===== config.mk =====
export PLATFORM = sky130hd
export DESIGN_NAME = id_operand_stage
export DESIGN_NICKNAME = d
export VERILOG_FILES = /design/src/rtl/id_operand_stage_pkg.sv /design/src/rtl/id_fwd_sel.sv /design/src/rtl/id_operand_stage.sv
export SDC_FILE = /design/constraint.sdc
export NUM_CORES = 1
export LEC_CHECK = 0
export ABC_CLOCK_PERIOD_IN_PS = 3100
export CORE_ASPECT_RATIO = 2
export CORE_MARGIN = 3
export CORE_UTILIZATION = 42
export CTS_BUF_LIST = sky130_fd_sc_hd__clkbuf_16
export DETAILED_ROUTE_END_ITERATION = 7
export HOLD_SLACK_MARGIN = 0.02
export PLACE_DENSITY = 0.82
export REMOVE_ABC_BUFFERS = 1
export SYNTH_ARGS = -nofsm -noshare
export SYNTH_HDL_FRONTEND = slang
export SYNTH_HIERARCHICAL = 1
export SYNTH_SLANG_ARGS = --single-unit

===== constraint.sdc =====
create_clock -name clk -period 3.1 [get_ports clk]
set_input_delay 0.62 -clock clk [delete_from_list [all_inputs] [get_ports clk]]
set_output_delay 0.62 -clock clk [all_outputs]
set_load 0.005 [all_outputs]

===== src/rtl/id_operand_stage_pkg.sv =====
// Shared RV32 widths and forwarding-source encoding used by the decode-side
// operand stage and the decoder/EX neighbours.
package id_operand_stage_pkg;

    localparam int RV_XLEN   = 32;
    localparam int RV_REG_AW = 5;
    localparam int RV_CTRL_W = 16;
    localparam int RV_CNT_W  = 16;

    typedef enum logic [1:0] {
        FWD_ZERO = 2'd0,
        FWD_EX   = 2'd1,
        FWD_MEM  = 2'd2,
        FWD_RF   = 2'd3
    } fwd_src_e;

    typedef logic [RV_CTRL_W-1:0] ctrl_t;

endpackage


===== src/rtl/id_fwd_sel.sv =====
// Per-operand forward mux: x0 reads zero, then EX (youngest), then MEM,
// otherwise the register file value.
module id_fwd_sel
    import id_operand_stage_pkg::*;
#(
    parameter int XLEN   = RV_XLEN,
    parameter int REG_AW = RV_REG_AW
) (
    input  logic [REG_AW-1:0] rs,
    input  logic              ex_valid,
    input  logic              ex_rd_we,
    input  logic              ex_is_load,
    input  logic [REG_AW-1:0] ex_rd,
    input  logic [XLEN-1:0]   ex_result,
    input  logic              mem_valid,
    input  logic              mem_rd_we,
    input  logic [REG_AW-1:0] mem_rd,
    input  logic [XLEN-1:0]   mem_data,
    input  logic [XLEN-1:0]   rf_data,
    output logic [XLEN-1:0]   operand
);

    fwd_src_e src;

    // A load in EX has no data yet; the hazard logic stalls instead.
    always_comb begin
        src = FWD_RF;
        if (rs == '0)
            src = FWD_ZERO;
        else if (ex_valid && ex_rd_we && !ex_is_load && (ex_rd == rs))
            src = FWD_EX;
        else if (mem_valid && mem_rd_we && (mem_rd == rs))
            src = FWD_MEM;
    end

    always_comb begin
        operand = rf_data;
        case (src)
            FWD_ZERO: operand = '0;
            FWD_EX:   operand = ex_result;
            FWD_MEM:  operand = mem_data;
            FWD_RF:   operand = rf_data;
            default:  operand = rf_data;
        endcase
    end

endmodule


===== src/rtl/id_operand_stage.sv =====
// ID-stage operand selection, load-use hazard detection and the ID/EX
// pipeline register with valid/ready handshake, flush and stall counter.
module id_operand_stage
    import id_operand_stage_pkg::*;
#(
    parameter int XLEN   = RV_XLEN,
    parameter int REG_AW = RV_REG_AW,
    parameter int CTRL_W = RV_CTRL_W,
    parameter int CNT_W  = RV_CNT_W
) (
    input  logic              clk,
    input  logic              rst_n,
    input  logic              id_valid,
    output logic              id_ready,
    input  logic [REG_AW-1:0] id_rs1,
    input  logic [REG_AW-1:0] id_rs2,
    input  logic              id_use_rs1,
    input  logic              id_use_rs2,
    input  logic [REG_AW-1:0] id_rd,
    input  logic              id_rd_we,
    input  logic              id_is_load,
    input  logic [CTRL_W-1:0] id_ctrl,
    output logic [REG_AW-1:0] rf_rd_num1,
    output logic [REG_AW-1:0] rf_rd_num2,
    input  logic [XLEN-1:0]   rf_rd_data1,
    input  logic [XLEN-1:0]   rf_rd_data2,
    input  logic [XLEN-1:0]   ex_result,
    input  logic              ex_ready,
    input  logic              mem_valid,
    input  logic [REG_AW-1:0] mem_rd,
    input  logic              mem_rd_we,
    input  logic [XLEN-1:0]   mem_data,
    input  logic              flush,
    output logic              idex_valid,
    output logic [XLEN-1:0]   idex_rs1_val,
    output logic [XLEN-1:0]   idex_rs2_val,
    output logic [REG_AW-1:0] idex_rd,
    output logic              idex_rd_we,
    output logic              idex_is_load,
    output logic [CTRL_W-1:0] idex_ctrl,
    output logic [CNT_W-1:0]  lu_stall_cnt
);

    function automatic logic [CNT_W-1:0] sat_inc(input logic [CNT_W-1:0] v);
        return (&v) ? v : v + {{(CNT_W-1){1'b0}}, 1'b1};
    endfunction

    logic [XLEN-1:0] rs1_fwd_p0;
    logic [XLEN-1:0] rs2_fwd_p0;
    logic            lu_p0;

    assign rf_rd_num1 = id_rs1;
    assign rf_rd_num2 = id_rs2;

    id_fwd_sel #(.XLEN(XLEN), .REG_AW(REG_AW)) u_fwd_rs1 (
        .rs         (id_rs1),
        .ex_valid   (idex_valid),
        .ex_rd_we   (idex_rd_we),
        .ex_is_load (idex_is_load),
        .ex_rd      (idex_rd),
        .ex_result  (ex_result),
        .mem_valid  (mem_valid),
        .mem_rd_we  (mem_rd_we),
        .mem_rd     (mem_rd),
        .mem_data   (mem_data),
        .rf_data    (rf_rd_data1),
        .operand    (rs1_fwd_p0)
    );

    id_fwd_sel #(.XLEN(XLEN), .REG_AW(REG_AW)) u_fwd_rs2 (
        .rs         (id_rs2),
        .ex_valid   (idex_valid),
        .ex_rd_we   (idex_rd_we),
        .ex_is_load (idex_is_load),
        .ex_rd      (idex_rd),
        .ex_result  (ex_result),
        .mem_valid  (mem_valid),
        .mem_rd_we  (mem_rd_we),
        .mem_rd     (mem_rd),
        .mem_data   (mem_data),
        .rf_data    (rf_rd_data2),
        .operand    (rs2_fwd_p0)
    );

    always_comb begin
        lu_p0 = 1'b0;
        if (id_valid && idex_valid && idex_is_load && idex_rd_we && (idex_rd != '0))
            lu_p0 = (id_use_rs1 && (id_rs1 == idex_rd)) ||
                    (id_use_rs2 && (id_rs2 == idex_rd));
    end

    // Flush drops the ID instruction, so it counts as accepted.
    always_comb begin
        id_ready = 1'b1;
        if (flush)
            id_ready = 1'b1;
        else if (!ex_ready)
            id_ready = 1'b0;
        else if (lu_p0)
            id_ready = 1'b0;
    end

    // ID -> EX boundary
    always_ff @(posedge clk or negedge rst_n) begin
        if (!rst_n) begin
            idex_valid   <= 1'b0;
            idex_rs1_val <= '0;
            idex_rs2_val <= '0;
            idex_rd      <= '0;
            idex_rd_we   <= 1'b0;
            idex_is_load <= 1'b0;
            idex_ctrl    <= '0;
            lu_stall_cnt <= '0;
        end else if (flush) begin
            idex_valid   <= 1'b0;
        end else if (!ex_ready) begin
            idex_valid   <= idex_valid;
        end else if (lu_p0) begin
            idex_valid   <= 1'b0;
            lu_stall_cnt <= sat_inc(lu_stall_cnt);
        end else begin
            idex_valid   <= id_valid;
            idex_rs1_val <= rs1_fwd_p0;
            idex_rs2_val <= rs2_fwd_p0;
            idex_rd      <= id_rd;
            idex_rd_we   <= id_rd_we;
            idex_is_load <= id_is_load;
            idex_ctrl    <= id_ctrl;
        end
    end

endmodule


* Yosys cells after proc, flatten, opt, wreduce, memory -nomap -nowiden
Cells that the tools add are included.
** Cells by class
- $add $sub $neg :: 1
- Eq/ne operators :: 12
- Multiplexer cells :: 15
- Bitwise operators :: 3
- Reduce and logical (&&, ||, !) cells :: 24
** Operators by type and width (count)
- $pmux 32 s4 :: 2
- $eq 5x5->1 :: 6
- $add 16x1->16 const B :: 1
- $reduce_and 16->1 :: 1
- $logic_and 1x1->1 :: 13
- $logic_not 5->1 :: 2
- $mux 1 :: 9
- $eq 2x2->1 const B :: 4
- $mux 2 :: 4
- $reduce_bool 5->1 :: 1
- $eq 2x1->1 const B :: 2
- $logic_not 2->1 :: 2
- $reduce_and 4->1 :: 1
- $not 1->1 :: 3
- $reduce_and 3->1 :: 1
- $reduce_bool 2->1 :: 1
- $logic_not 1->1 :: 1
- $logic_or 1x1->1 :: 1
** Word-level totals
- Flip-flop bits (word level) :: 104
- Input bits :: 175
- Output and inout port bits :: 115
- Logic and storage cells :: 63

* Logic depth before layout (Yosys ltp)
Gate-level depths: netlist of the first run.
- Depth in word-level cells :: 8
- Mapped depth :: 8
- Depth with buffers taken out :: 6

* Hierarchy
Netlist of the first run, hierarchy kept.
** Modules (own cells, without submodules)
- id_operand_stage :: instances 1, cells an instance 294, area an instance 4440.5 µm², seq. area each 2602.5 µm²
- id_fwd_sel :: instances 2, cells an instance 165, area an instance 882.1 µm², seq. area each 0.0 µm²

* Least setup slack after synthesis of the first run
OpenSTA, ideal clock, no wires.
- Path type :: input to register
- Start point :: input port id_rs1[3]
- End point :: register idex_rs2_val[0]
- Library setup time :: 0.125 ns
- Arrival :: 2.146 ns
- Data required time :: 2.975 ns
- Path slack :: 0.829 ns
- Stages on the path :: 8
- Path buffers :: 3
- Cells stage by stage :: xor2_1 nor4_2 a32oi_2 o21a_1 buf_4 buf_6 buf_6 mux2_4
** On the way
- Cells in the longest elaborated chain, start to end :: 6
** Ends and longest elaborated chain
- start, declared :: RTL line id_operand_stage.sv:15 : input logic [REG_AW-1:0] id_rs1,
- $eq 5x5->1 :: RTL line id_operand_stage.sv:88 : lu_p0 = (id_use_rs1 && (id_rs1 == idex_rd)) ||
- $logic_and 1x1->1 :: RTL line id_operand_stage.sv:88
- $logic_or 1x1->1 :: RTL line id_operand_stage.sv:88
- $mux 1 :: RTL line id_operand_stage.sv:87 : if (id_valid && idex_valid && idex_is_load && idex_rd_we && (idex_rd != '0))
- $not 1->1 (no source line)
- $reduce_and 3->1 (no source line)
- end signal, assigned :: RTL line id_operand_stage.sv:124 : idex_rs2_val <= rs2_fwd_p0;
- end, declared :: RTL line id_operand_stage.sv:36 : output logic [XLEN-1:0] idex_rs2_val,
Every way passes these cells.
A chain may end at the register's enable or synchronous reset.

* Worst setup path after layout of the first run
- Start point :: input port id_rs1[2]
- End point :: output port id_ready
** On the way
- Cells in the longest elaborated chain, start to end :: 7
** Ends and longest elaborated chain
- $eq 5x5->1 :: RTL line id_operand_stage.sv:88
- $logic_and 1x1->1 :: RTL line id_operand_stage.sv:88
- $logic_or 1x1->1 :: RTL line id_operand_stage.sv:88
- $mux 1 :: RTL line id_operand_stage.sv:87
- $mux 1 :: RTL line id_operand_stage.sv:99 : else if (lu_p0)
- $mux 1 :: RTL line id_operand_stage.sv:97 : else if (!ex_ready)
- $mux 1 :: RTL line id_operand_stage.sv:95 : if (flush)
- end, declared :: RTL line id_operand_stage.sv:14 : output logic id_ready,
Every way passes these cells.

==> results.ini, run 1 <==
[setup_path]
worstPathCellList = clkdlybuf4s50_1, xor2_1, nor4_2, a32oi_2, nand2b_4, a21o_1, dlygate4sd2_1
worst_ep_required_time_ns = 2.48
reg2reg_from = idex_rd[0]
worstSetupStartpoint = id_rs1[2]
endpoint = id_ready
cp_max_fo = 2
arrival_ns = 2.34
critPathMaxStageDelay_ns = 0.43
critPathCaptureType = output port
r2r_cells = 7
critPathBufInv = 2
crit_family = buffers and inverters
worst-path-stages = 7
cp_slowest_cell = clkdlybuf4s50_1
criticalPathCategory = in -> out
rr_endpoint = idex_rs2_val[28]
critPathLaunchType = input pin
r2r_slack_ns = 0.59

[cts]
path_clk_slew_ns = 0.08
cts_buffer_depth = 2
cts_tree = done
root_buffer = clkbuf_16
hold_buffers = 0
insertion_delay_ns = 0.35
cts-htree-levels = 3
cts_buffers = 9
cts.sinks = 104

[yosys]
ys_ff_latch = 104
synth_edf_count = 0
synth_top_area_share = 0.4194
synth-xor-area-share = 0.06352
synth-simple-area-share = 0.1369
synthArstFlopShare = 1.000
yosys.area.top_type = dfrtp_1
synth_fa_ha_area_frac = 0.002017
synth_area_um2 = 6205
avgSynthCellArea_um2 = 9.943
synthDistinctLibCells = 39
ys_warn_count = 6
syn_inst = 624
synthMuxAreaShare = 0.1779
synthFlopType = dfrtp_1
synth_top_family_by_area = multiplexers
synth_area_leaders = dfrtp_1, mux2_2, nand2_1, mux2_4, a31oi_1
ys_seq_area_frac = 0.4194
synth-compound-area-share = 0.1341

[power_and_ir_drop]
power_density_nw_per_um2 = 416.6
vdd_drop_max_mv = 0.2931
power_leakage_nw = 4.031
finalPower_mw = 4.000

[sta]
worst_clock_skew_ns = 0.01070
setup_viol = 0
maxSlewViolCount = 0
hold_violations = 0
fmax_mhz = 338.2
worst_pin_slew_ns = 0.5609
slew_headroom = 0.6260
fin_setup_tns_ns = 0
grt_setup_unrepaired = false
min_period_ns = 2.956
fin_crit_sh = 0.9537
hold_ws_ns = 0.2516

[floorplanning]
rows = 62
die_w_um = 91.95
core-area_um2 = 14430
io_pins = 290
design.die.area_um2 = 16360
die_h_um = 177.9
initial_core_util = 0.4300

[grt]
grt_pass1_vias = 6073
antenna_found_initial = 1
grt_pass1_wl_um = 33120
grt_overflow_total = 0
grt_max_degree = 64
grtUsageTotal = 0.2593

[detailed_routing]
via_count = 5931
drc = 0
routed_wl_um = 21890
wl_per_cell_um = 19.96
via_per_inst = 5.407
drtAntennaViolNets = 0
dr.first_iter.drc_count = 347
firstDrtPassIters = 7

[cells_and_area]
multi_input_area_um2 = 3209
n_fill_cell = 1173
layout-drive-gt1-share = 0.1691
insertedDiodeCount = 0
nets = 1076
regArea_um2 = 2603
final_cell_count_no_fill = 1097
final_util = 0.6654
syn_to_final_growth_pct = 54.73

[placement]
io_buffers = 289
routabilityCongestion = 0.9345
place_inst = 1080
dp_hpwl_um = 16540

[job]
cap_violations = 0

[status]
outcome = finished, final reports clean

[hold_path]
worstHoldPathType = in -> async

[cells in the mapped netlist, types with 4 or more instances]
master    instances
a31oi_1          62
and3_1            4
buf_2            13
buf_4            11
buf_6            18
clkbuf_1         14
dfrtp_1         104
mux2_2           58
mux2_4           30
nand2_1         138
nand3_1           4
nand4_1           8
nor2_1            8
nor3_1           10
nor4_1            4
o21ai_0           9
o21ai_1          52
o21ai_2           4
xnor2_1          14
xor2_1           31
[power breakdown]
| group | internal (mW) | switching (mW) | leakage (nW) |
|---|---|---|---|
| Sequential | 1.54 | 0.126 | 1.25 |
| Clock | 0.644 | 0.542 | 0.151 |
| Combinational | 0.781 | 0.371 | 2.63 |
| Total | 2.96 | 1.04 | 4.03 |
[cell type report]
type	count	share of cell area
clock buffer	9	0.02346
clock inverter	7	0.009123
inverter	2	0.0007820
multi-input combinational	462	0.3343
sequential	104	0.2711
tap	192	0.02502
timing repair buffer	321	0.3362
[timing repair]
action	CTS	global route
endpoints found under the hold margin	0	0
endpoints found under the setup margin	1	0
resized for setup	3	0
buffers inserted	1	0
[logic make-up (layout without fill, tap and decap cells)]
logic type,Yosys count,count (layout)
mux,88,88
flops,104,104
buf+inv,58,339
fa+ha+maj,1,1
xor+xnor,45,45
compound gates,136,136
simple gates,192,192
[through the flow]
stage / setup WS (ns) / cell area, um2
CTS: 0.1446 / 9600
floorplan: -1.285 / 5802
finish: 0.1435 / 9600
global placement: -0.01810 / 9275
detailed placement: -0.06596 / 9275
global route: 0.01835 / 9600
[sequential cells by signal (all words and copies together) (netlist names)]
signal	cells
idex_ctrl	16
idex_is_load	1
idex_rd	5
idex_rd_we	1
idex_rs1_val	32
idex_rs2_val	32
idex_valid	1
lu_stall_cnt	16
[layout by cell type, fill, tap and decap left out, types with 8 or more instances in the layout]
cell,Yosys,routed
dfrtp_1,104,104
xnor2_1,14,14
mux2_4,30,30
o21ai_1,52,52
clkdlybuf4s50_1,0,286
nand4_1,8,8
o21ai_0,9,9
nor3_1,10,10
buf_12,0,8
mux2_2,58,58
a31oi_1,62,62
clkbuf_16,0,9
xor2_1,31,31
nand2_1,138,138
buf_4,11,25
nor2_1,8,8
[worst register-to-register path, cell delays in order (launching register included)]
cell	delay, ns
dfrtp_1	0.52
xnor2_1	0.27
nand4_1	0.12
or4_2	0.75
buf_12	0.21
o21ai_0	0.21
a31oi_1	0.06
mux2_4	0.26
[routing by layer]
metal / vias to the layer above / part of all wire / global-route usage
met5: - / 0.00059 / 0
met4: 2 / 0.052 / 0.1402
met3: 64 / 0.062 / 0.05855
met2: 263 / 0.54 / 0.4634
met1: 2852 / 0.35 / 0.2804
li1: 2750 / - / -
[how the worst min path moves through the flow]
| stage | endpoint | cells past startpoint | startpoint |
|---|---|---|---|
| global route | idex_rs2_val[2] | 1 | rst_n |
| floorplan | idex_ctrl[0] | 0 | rst_n |
| finish | idex_rs2_val[2] | 1 | rst_n |
| detailed placement | lu_stall_cnt[10] | 1 | lu_stall_cnt[10] |
| global placement | lu_stall_cnt[10] | 1 | lu_stall_cnt[10] |
| CTS | idex_rs2_val[2] | 1 | rst_n |
Power figures use the tool's default switching activity.
==> run 2: changes to the inputs <==
CAP_MARGIN = 5   (was not set)
CORE_MARGIN = 2   (was 3)
==> results.ini, run 2 (same netlist as run 1, synthesis figures left out) <==
[status]
outcome = finished, final reports clean

[setup_path]
critPathLaunchType = input pin
cp_max_fo = 2  ; unchanged
critPathBufInv = 2  ; unchanged
critPathCaptureType = output port
criticalPathCategory = in -> out
arrival_ns = 2.32  ; -0.02 ns
worst_ep_required_time_ns = 2.48  ; about the same
worstPathCellList = clkdlybuf4s50_1, xor2_1, nor4_2, a32oi_2, nand2b_4, a21o_1, dlygate4sd2_1
cp_slowest_cell = clkdlybuf4s50_1
critPathMaxStageDelay_ns = 0.44  ; about the same
crit_family = buffers and inverters

[sta]
maxSlewViolCount = 0  ; unchanged
grt_setup_unrepaired = false
worst_pin_slew_ns = 0.6848  ; +0.1239 ns
setup_viol = 0  ; unchanged
fin_crit_sh = 0.9471  ; -0.006595
slew_headroom = 0.5435  ; -0.08258
min_period_ns = 2.936  ; -0.02045 ns
fin_setup_tns_ns = 0  ; unchanged
fmax_mhz = 340.6  ; +0.70%
worst_clock_skew_ns = 0.009895  ; -0.0008015 ns
hold_violations = 0  ; unchanged

[floorplanning]
initial_core_util = 0.4300  ; unchanged
io_pins = 290  ; unchanged
design.die.area_um2 = 15820  ; -3.3%
die_w_um = 89.95  ; -2.2%
core-area_um2 = 14430  ; unchanged
rows = 62  ; unchanged
die_h_um = 175.9  ; -1.1%

[placement]
routabilityCongestion = 0.9433  ; +0.94%
placed_area_um2 = 9303  ; +0.30%
dp_hpwl_um = 17110  ; +3.5%
io_buffers = 289  ; unchanged
place_inst = 1087  ; +0.65%

[cells_and_area]
top_regs = idex_rs1_val: 32 flops, idex_rs2_val: 32 flops
mostFrequentLayoutCells = clkdlybuf4s50_1, nand2_1, dfrtp_1, a31oi_1, mux2_2
mostFrequentLayoutCell = clkdlybuf4s50_1
final_cell_count_no_fill = 1103  ; +0.55%
final_util = 0.6666  ; +0.001214
n_fill_cell = 1181  ; +0.68%
nets = 1082  ; +0.56%
insertedDiodeCount = 0  ; unchanged
layout-drive-gt1-share = 0.1745  ; +0.005473
syn_to_final_growth_pct = 55.01
final_cell_area_um2 = 9618  ; +0.18%

[grt]
grt_overflow_total = 0  ; unchanged
grt_pass1_vias = 6406  ; +5.5%
grtUsageTotal = 0.2750  ; +0.01564
grt_max_degree = 51  ; -20%
grt_pass1_wl_um = 33950  ; +2.5%
antenna_found_initial = 0  ; -1

[cts]
insertion_delay_ns = 0.34  ; about the same
hold_buffers = 0  ; unchanged
cts-htree-levels = 3  ; unchanged
cts_buffers = 9  ; unchanged
cts_buffer_depth = 2  ; unchanged
path_clk_slew_ns = 0.08  ; about the same
cts.sinks = 104  ; unchanged
cts_tree = done
root_buffer = clkbuf_16

[detailed_routing]
drc = 0  ; unchanged
wl_per_cell_um = 20.33  ; +1.9%
firstDrtPassIters = 5  ; -2
via_per_inst = 5.479  ; +1.3%
routed_wl_um = 22430  ; +2.4%
dr.first_iter.drc_count = 319  ; -8.1%
via_count = 6043  ; +1.9%
drtAntennaViolNets = 0  ; unchanged

[power_and_ir_drop]
finalPower_mw = 4.031  ; +0.78%
power_leakage_nw = 4.049  ; +0.44%
vdd_drop_max_mv = 0.3092  ; +5.5%
power_density_nw_per_um2 = 419.1  ; +0.59%

[hold_path]
worstHoldPathType = in -> async

[job]
cap_violations = 0  ; unchanged

==> run 2: cell count changes in the layout (fill, tap and decap cells not counted) <==
cell / change
clkinv_2: -1
inv_8: +1
clkinvlp_4: +1
buf_12: -2
clkinv_4: +1
inv_6: -1
buf_4: +8
clkinv_8: -1
==> run 2: metrics by stage <==
| step | hold WS, ns | setup slack [ns] |
|---|---|---|
| global route | 0.3343 | 0.06741 |
| detailed placement | 0.4763 | -0.07270 |
| global placement | 0.4881 | -0.05334 |
| floorplan | 0.3244 | -1.285 |
| CTS | 0.3134 | 0.1685 |
| finish | 0.3095 | 0.1640 |
==> run 2: worst paths after layout <==
path / start / end / slack, ns / cells after the start
max: id_rs1[2] / id_ready / 0.16 / 7
min: rst_n / idex_ctrl[6] / 0.31 / 1
max reg2reg: idex_rd[0] / idex_rs1_val[28] / 0.56 / 7
min reg2reg: lu_stall_cnt[10] / lu_stall_cnt[10] / 0.49 / 1
max in group asynchronous: rst_n / lu_stall_cnt[5] / 2.03 / 2
min in group clk: lu_stall_cnt[10] / lu_stall_cnt[10] / 0.49 / 1
==> run 2: final cells by class <==
type / count / area [um2] / share of cell area
Tap cell: 192 / 240.2 / 0.02498
Timing Repair Buffer: 327 / 3248 / 0.3377
Multi-Input combinational cell: 462 / 3209 / 0.3337
Clock buffer: 9 / 225.2 / 0.02342
Clock inverter: 7 / 85.08 / 0.008846
Inverter: 2 / 7.507 / 0.0007805
Sequential cell: 104 / 2603 / 0.2706
==> run 2: where the power goes <==
part           internal, mW  total, mW  switching (mW)
registers              1.53       1.67           0.136
clock network         0.643       1.20           0.556
logic                 0.782       1.16           0.379
==> run 2: what timing repair did <==
item / in CTS / in global routing
setup endpoints to repair: 1 / 0
buffers inserted: 0 / 0
gates resized for setup: 3 / 0
==> run 2: per-layer routing <==
layer,vias to the layer above,share of wire,track usage
met4,0,0.054,0.1519
met2,311,0.54,0.5148
met1,2891,0.34,0.2771
met3,74,0.069,0.06478
met5,-,0,0
li1,2767,-,-
